File: src/rtl/cgra_stream_pkg.sv
// Shared types and constants for the FIFO-to-AXI-Stream drain path.
package cgra_stream_pkg;

  localparam int unsigned SKID_DEPTH = 3;
  localparam int unsigned OCC_W      = $clog2(SKID_DEPTH + 1);
  localparam int unsigned PTR_W      = $clog2(SKID_DEPTH);

  typedef enum logic [1:0] {
    StIdle,
    StRun,
    StDrain
  } drain_state_e;

  function automatic logic [PTR_W-1:0] ptr_inc(input logic [PTR_W-1:0] ptr);
    return (ptr == PTR_W'(SKID_DEPTH - 1)) ? '0 : ptr + 1'b1;
  endfunction

endpackage

File: src/rtl/axis_skid_buf.sv
// Small circular buffer absorbing the FIFO read latency in front of the stream port.
module axis_skid_buf
  import cgra_stream_pkg::*;
#(
  parameter int unsigned DATA_WIDTH = 32
) (
  input  logic                  clk_i,
  input  logic                  rst_ni,
  input  logic                  wr_i,
  input  logic [DATA_WIDTH-1:0] wr_data_i,
  input  logic                  rd_i,
  output logic [DATA_WIDTH-1:0] head_o,
  output logic [OCC_W-1:0]      occ_o
);

  logic [DATA_WIDTH-1:0] mem_q [SKID_DEPTH];
  logic [DATA_WIDTH-1:0] mem_d [SKID_DEPTH];
  logic [PTR_W-1:0]      wr_ptr_q, wr_ptr_d;
  logic [PTR_W-1:0]      rd_ptr_q, rd_ptr_d;
  logic [OCC_W-1:0]      occ_q, occ_d;

  always_comb begin
    mem_d    = mem_q;
    wr_ptr_d = wr_ptr_q;
    rd_ptr_d = rd_ptr_q;
    if (wr_i) begin
      mem_d[wr_ptr_q] = wr_data_i;
      wr_ptr_d        = ptr_inc(wr_ptr_q);
    end
    if (rd_i) begin
      rd_ptr_d = ptr_inc(rd_ptr_q);
    end
    // Simultaneous write and read leaves the count unchanged.
    occ_d = occ_q + OCC_W'(wr_i) - OCC_W'(rd_i);
  end

  always_ff @(posedge clk_i or negedge rst_ni) begin
    if (!rst_ni) begin
      mem_q    <= '{default: '0};
      wr_ptr_q <= '0;
      rd_ptr_q <= '0;
      occ_q    <= '0;
    end else begin
      mem_q    <= mem_d;
      wr_ptr_q <= wr_ptr_d;
      rd_ptr_q <= rd_ptr_d;
      occ_q    <= occ_d;
    end
  end

  assign head_o = mem_q[rd_ptr_q];
  assign occ_o  = occ_q;

  a_no_overflow : assert property (@(posedge clk_i) disable iff (!rst_ni)
    !(wr_i && !rd_i && (occ_q == OCC_W'(SKID_DEPTH))));

  a_no_underflow : assert property (@(posedge clk_i) disable iff (!rst_ni)
    !(rd_i && (occ_q == '0)));

endmodule

File: src/rtl/fifo_axis_drain.sv
// Drains an upstream synchronous FIFO (1-cycle read latency) into an AXI-Stream master,
// framing packets of PKT_LEN beats with tlast.
module fifo_axis_drain
  import cgra_stream_pkg::*;
#(
  parameter int unsigned DATA_WIDTH = 32,
  parameter int unsigned PKT_LEN    = 16
) (
  input  logic                  clk,
  input  logic                  rst_n,
  input  logic                  enable,
  input  logic                  fifo_empty,
  output logic                  fifo_pop,
  input  logic [DATA_WIDTH-1:0] fifo_dout,
  output logic [DATA_WIDTH-1:0] m_axis_tdata,
  output logic                  m_axis_tvalid,
  input  logic                  m_axis_tready,
  output logic                  m_axis_tlast,
  output logic                  busy,
  output logic [15:0]           pkt_count
);

  localparam int unsigned PEND_W    = OCC_W + 1;
  localparam logic [15:0] LAST_BEAT = 16'(PKT_LEN - 1);

  drain_state_e     state_q, state_d;
  logic             inflight_q;
  logic [15:0]      beat_cnt_q, beat_cnt_d;
  logic [15:0]      pkt_count_q, pkt_count_d;
  logic [OCC_W-1:0] occ;
  logic [PEND_W-1:0] pending;
  logic             handshake;

  axis_skid_buf #(
    .DATA_WIDTH (DATA_WIDTH)
  ) u_skid (
    .clk_i     (clk),
    .rst_ni    (rst_n),
    .wr_i      (inflight_q),
    .wr_data_i (fifo_dout),
    .rd_i      (handshake),
    .head_o    (m_axis_tdata),
    .occ_o     (occ)
  );

  // Pop only when the buffer can absorb every outstanding read; tready is deliberately
  // not a term here so the pop strobe stays off the downstream timing path.
  assign pending   = {1'b0, occ} + {{OCC_W{1'b0}}, inflight_q};
  assign fifo_pop  = (state_q == StRun) && !fifo_empty && (pending < PEND_W'(SKID_DEPTH));

  assign m_axis_tvalid = (occ != '0);
  assign handshake     = m_axis_tvalid && m_axis_tready;
  assign m_axis_tlast  = m_axis_tvalid && (beat_cnt_q == LAST_BEAT);
  assign busy          = (state_q != StIdle);
  assign pkt_count     = pkt_count_q;

  always_comb begin
    state_d = state_q;
    case (state_q)
      StIdle:  if (enable) state_d = StRun;
      StRun:   if (!enable) state_d = StDrain;
      StDrain: begin
        if (enable) begin
          state_d = StRun;
        end else if (!inflight_q && (occ == '0)) begin
          state_d = StIdle;
        end
      end
      default: state_d = StIdle;
    endcase
  end

  // The beat counter survives FSM transitions so a packet may span enable toggles.
  always_comb begin
    beat_cnt_d  = beat_cnt_q;
    pkt_count_d = pkt_count_q;
    if (handshake) begin
      if (m_axis_tlast) begin
        beat_cnt_d  = '0;
        pkt_count_d = pkt_count_q + 16'd1;
      end else begin
        beat_cnt_d = beat_cnt_q + 16'd1;
      end
    end
  end

  always_ff @(posedge clk or negedge rst_n) begin
    if (!rst_n) begin
      state_q     <= StIdle;
      inflight_q  <= 1'b0;
      beat_cnt_q  <= '0;
      pkt_count_q <= '0;
    end else begin
      state_q     <= state_d;
      inflight_q  <= fifo_pop;
      beat_cnt_q  <= beat_cnt_d;
      pkt_count_q <= pkt_count_d;
    end
  end

endmodule

File: config.mk
export PLATFORM = sky130hd
export DESIGN_NAME = fifo_axis_drain
export DESIGN_NICKNAME = d
export VERILOG_FILES = /design/src/rtl/cgra_stream_pkg.sv /design/src/rtl/axis_skid_buf.sv /design/src/rtl/fifo_axis_drain.sv
export SDC_FILE = /design/constraint.sdc
export NUM_CORES = 1
export LEC_CHECK = 0
export ABC_AREA = 1
export CORE_ASPECT_RATIO = 2
export CORE_MARGIN = 5
export CORE_UTILIZATION = 55
export CTS_CLUSTER_DIAMETER = 200
export CTS_CLUSTER_SIZE = 10
export DETAILED_ROUTE_END_ITERATION = 16
export GPL_TIMING_DRIVEN = 0
export PLACE_DENSITY = 0.9
export SYNTH_ARGS = -nofsm -noshare
export SYNTH_HDL_FRONTEND = slang
export SYNTH_SLANG_ARGS = --single-unit
File: constraint.sdc
create_clock -name clk -period 3.7 [get_ports clk]
set_input_delay 0.555 -clock clk [delete_from_list [all_inputs] [get_ports clk]]
set_output_delay 0.555 -clock clk [all_outputs]
set_load 0.1 [all_outputs]
# After elaboration in Yosys (flattened, before gate mapping)
# Index checks and enable logic that the tools add are counted.
dict set report classes {
  n_eq_ne 8
  add_sub_neg 7
  magnitude_cmp 4
  reduce_logical 14
  n_bitwise 2
  n_mux 14
}
# op n
set op_table {}
lappend op_table {{bitwise mux 96 bit} 1}
lappend op_table {{2-to-1 mux 32 bit} 3}
lappend op_table {{binary-select mux 32 bit (select 2 bit)} 1}
lappend op_table {{demux 32 bit (select 2 bit)} 1}
lappend op_table {{adder 16 x 1 -> 16 bit, second input constant} 2}
lappend op_table {{equality test 16 x 4 -> 1 bit, second input constant} 1}
lappend op_table {{2-to-1 mux 16 bit} 1}
lappend op_table {{2-to-1 mux 2 bit} 6}
lappend op_table {{equality test 2 bit, second input constant} 3}
lappend op_table {{greater-or-equal comparator 3 bit, second input constant} 2}
lappend op_table {{logical AND 1 bit} 6}
lappend op_table {{inverter 2 -> 3 bit} 2}
lappend op_table {{case mux 2 bit (3 select lines)} 1}
lappend op_table {{adder 2 x 1 -> 2 bit, second input constant} 2}
lappend op_table {{logical NOT 2 bit} 2}
lappend op_table {{!= test 2 bit, second input constant} 2}
lappend op_table {{nonzero test 2 bit} 2}
lappend op_table {{adder 2 x 1 -> 3 bit} 1}
lappend op_table {{< comparator 3 x 1 -> 1 bit, second input constant} 1}
lappend op_table {{< comparator 3 x 2 -> 1 bit, second input constant} 1}
lappend op_table {{!= test 3 bit, second input constant} 1}
lappend op_table {{AND reduction 3 bit} 1}
lappend op_table {{adder 2 x 1 -> 2 bit} 1}
lappend op_table {{equality test 2 x 1 -> 1 bit, second input constant} 1}
lappend op_table {{other kinds (3)} 4}
dict set report totals {
  inputBits 37
  output_inout_bits 52
  reg_bits 137
  word_cells 59
}

# Logic depth before layout (Yosys ltp)
dict set report depth {
  ltp_word 6
  ltp_mapped 9
  ltp_nobuf 9
}

# Cells and area by module
# Synthesis repeated with hierarchy kept, for this count alone.
dict set report unflattened {
  cells_unflattened 893
  area_unflattened_um2 7035.5
}
# mod seq_area_each_um2 n_inst area_per_inst_um2 cells_each
set modules_own_cells {}
lappend modules_own_cells {axis_skid_buf 2552.4 1 4898.4 600}
lappend modules_own_cells {fifo_axis_drain 875.8 1 2137.0 293}

# Least setup slack after synthesis
# OpenSTA, ideal clock, no wires.
dict set report synth_timing {
  kind {register to register}
  from {reg inflight_q}
  to {reg inflight_q}
  path_buffers 0
  arrival_time_ns 5.702
  t_required_ns 3.094
  synth_period_minus_slack_ns 6.308
  setup_slack_ns -2.608
  stages_incl_launch_ff 4
  setup_ns 0.606
  path_cell_list {dfrtp_1 ha_1 ha_1 a2111oi_0}
}
dict set report synth_between {
  elab_chain_len 3
}
# element line_no
set synth_lines {}
lappend synth_lines {{from (decl)} fifo_axis_drain.sv:27} ;# logic inflight_q;
lappend synth_lines {{from (signal assigned)} fifo_axis_drain.sv:95} ;# inflight_q <= fifo_pop;
lappend synth_lines {{adder 2 x 1 -> 3 bit} fifo_axis_drain.sv:48} ;# assign pending = {1'b0, occ} + {{OCC_W{1'b0}}, inflight_q};
lappend synth_lines {{< comparator 3 x 2 -> 1 bit} fifo_axis_drain.sv:49} ;# assign fifo_pop = (state_q == StRun) && !fifo_empty && (pending < PEND_W'(SKID_DEPTH));
lappend synth_lines {{logical AND 1 bit} fifo_axis_drain.sv:49}
lappend synth_lines {{net fifo_pop} fifo_axis_drain.sv:13} ;# output logic fifo_pop,
# The timed path passes the listed nets, and every way through them passes these cells.
# A chain may end at the register's enable or synchronous reset.

# Worst setup path after layout
dict set report layout_timing {
  from {reg u_skid.rd_ptr_q[0]}
  to {out m_axis_tdata[17]}
}
dict set report layout_between {
  elab_chain_len 4
}
# element line_no
set layout_lines {}
lappend layout_lines {{from (decl)} axis_skid_buf.sv:19} ;# logic [PTR_W-1:0] rd_ptr_q, rd_ptr_d;
lappend layout_lines {{from (signal assigned)} axis_skid_buf.sv:46} ;# rd_ptr_q <= rd_ptr_d;
lappend layout_lines {{inverter 2 -> 3 bit (implied by the code)} axis_skid_buf.sv:51} ;# assign head_o = mem_q[rd_ptr_q];
lappend layout_lines {{binary-select mux 32 bit (select 2 bit)} axis_skid_buf.sv:51}
lappend layout_lines {{2-to-1 mux 32 bit (implied by the code) (2 in series)} axis_skid_buf.sv:51}
lappend layout_lines {{to (decl)} fifo_axis_drain.sv:15} ;# output logic [DATA_WIDTH-1:0] m_axis_tdata,
# No other way between the ends. The select of a mux whose other input is x is not followed.

==> impl_metrics.toml <==
[finish]
multi_input_area_mm2 = 0.00258
final_cell_mix = "nand2_1 (310), dfrtp_1 (137), o21ai_0 (104)"
final_cell_area_mm2 = 0.00813
final_nets = 949
final_common_cell = "nand2_1"
areaGrowthSynthToFinish_pct = 27.1
regArea_mm2 = 0.00343
drive_gt1_share_pct = 5.88
num-fill-cells = 814
diodes = 0

[sta]
finalHoldViolations = 0
period_share_pct = 97.1
setup_viol = 0
max_freq_mhz = 278
rsz0062_at_grt = "false"
skew_ps = 11.8
fin_crit_ps = 3590
tightest_slew_ps = 1010
drv_slew = 0
slew_headroom_pct = 32.4
whs_ps = 63.1

[yosys]
yosysWarningCount = 0
yosysTopAreaCellShare_pct = 53.6
ys_seq_elements = 137
synth_ff_type = "dfrtp_1"
syn_avg_cell_area_um2 = 8.02
yosysTopAreaCell = "dfrtp_1"
ys_seq_area_share_pct = 53.6
syn-cell-area_mm2 = 0.00640
syn_inst = 798
synth_nets = 841
synth.distinct_cells = 26
synth-edff-count = 0
synthArstFlopShare_pct = 100
yosys-top-cells-area = "dfrtp_1 (54%), nand2_1 (18%), o21ai_0 (8.1%)"

[grt]
grt_pass1_wl_um = 28000
grt_usage_pct = 25.2
grt_pass1_vias = 6057
antenna_found_initial = 0
grt_max_degree = 92
grt.overflow.total = 0

[worst_setup_path]
worstRegToRegCells = 7
worstSetupPathType = "flip-flop to primary output"
critPathLaunchType = "flip-flop"
endpoint = "m_axis_tdata[17]"
critical_path.reg2reg.startpoint = "u_skid.occ_o[0]$_DFF_PN0_"
cp.required_ps = 3140
endpoint_kind = "primary output"
r2r-end = "u_skid.occ_o[1]$_DFF_PN0_"
worstPathArrival_ps = 3040
crit_fanout = 10
reg2reg_slack_ps = 2010
startpoint = "u_skid.rd_ptr_q[0]$_DFFE_PN0P_"

[status]
run_status = "completed"

[routing]
first_iter_violations = 413
drtAntennaViolNets = 0
vias = 5849
viasPerCell = 5.51
firstDrtPassIters = 5
wl_per_cell_um = 15.9
drc = 0
routed_wirelength_um = 16800

[die]
die_y_um = 163
rows = 55
start_util_pct = 56.3
dieArea_mm2 = 0.0140
io_pins = 89
die_w_um = 86.3
core-area_mm2 = 0.0114

[cts]
cts_sinks = 137
cts_buffer_depth = 2
cts_hold_buffers = 0
clockRootBuffer = "clkbuf_16"
clk_pin_slew_ps = 70
cts_setup_buffers = 0
cts_tree = "yes"
cts_inserted_buffers = 17
clk_latency_ps = 430
htree_levels = 4
cts_resized = 1

[place]
gp_congestion = 0.921
hpwl_um = 11500
port_buffers = 88
place_area_mm2 = 0.00749

[run]
maxCapViolCount = 0

[hold_path]
hp-class = "input port to async pin"
## layout make-up
class	instances	share of cell area [%]
Sequential cell	137	42.2
Multi-Input combinational cell	560	31.7
Timing Repair Buffer	89	11.7
Clock buffer	19	5.45
Inverter	69	3.19
Tap cell	142	2.18
Clock inverter	13	1.92
Buffer	32	1.66
## per-layer routing
metal / part of all wire, % / up-vias / track usage [%]
met5: 0 / - / 0
met4: 4.5 / 0 / 14.7
met3: 5.1 / 70 / 3.95
met2: 54 / 243 / 45.3
met1: 36 / 2794 / 27.5
li1: - / 2742 / -
## cells in the mapped netlist, types with 3 or more instances
cell type and instances:
o21bai_1 3, nand3_1 50, o21ai_0 104, nor2_4 4, nand4_1 10, xor2_1 9, buf_2 6, nor2_1 42
dfrtp_1 137, ha_1 6, inv_1 69, xnor2_1 8, clkbuf_1 24, nand2_1 310
## cells by family after synthesis
family | Yosys count | share of synthesized area [%]
compound gates | 108 | 8.63
xor+xnor | 17 | 2.33
fa+ha+maj | 6 | 1.17
buf+inv | 101 | 6.16
flops | 137 | 53.6
simple gates | 429 | 28.1
## worst max-delay path: stages (launching register included)
cell and delay, ps:
dfrtp_1 420, nor2_1 340, clkbuf_1 450, nand2_1 120, nand3_1 120, clkdlybuf4s50_1 1170
## registers in the layout, indices dropped and copies added, names as in the netlist
register	count
u_skid.mem_q	96
beat_cnt_q	16
pkt_count	16
state_q	2
u_skid.occ_o	2
u_skid.rd_ptr_q	2
u_skid.wr_ptr_q	2
inflight_q	1
## how the worst min path moves through the flow
stage	slack, ps	end	startpoint
CTS	70	u_skid.mem_q[89]$_DFFE_PN0P_	rst_n
detailed placement	470	u_skid.mem_q[91]$_DFFE_PN0P_	u_skid.mem_q[91]$_DFFE_PN0P_
finish	60	u_skid.mem_q[88]$_DFFE_PN0P_	rst_n
floorplan	260	beat_cnt_q[0]$_DFFE_PN0P_	rst_n
global placement	470	u_skid.mem_q[54]$_DFFE_PN0P_	u_skid.mem_q[54]$_DFFE_PN0P_
global route	100	u_skid.mem_q[89]$_DFFE_PN0P_	rst_n
## per-stage QoR
stage          std cells  util (%)  setup TNS, ps  setup slack [ps]
6_report            1061      71.6              0               106
5_1_grt             1061      71.6              0              6.92
4_1_cts             1061      71.2              0              35.2
3_3_place_gp        1028      65.7        -434830             -3190
2_1_floorplan        798         -              0               219
3_5_place_dp        1029      66.0              0               495
Power is left out: the tool's default activity adds up to more than one toggle a clock period on the data nets, which glitch-free logic cannot reach.
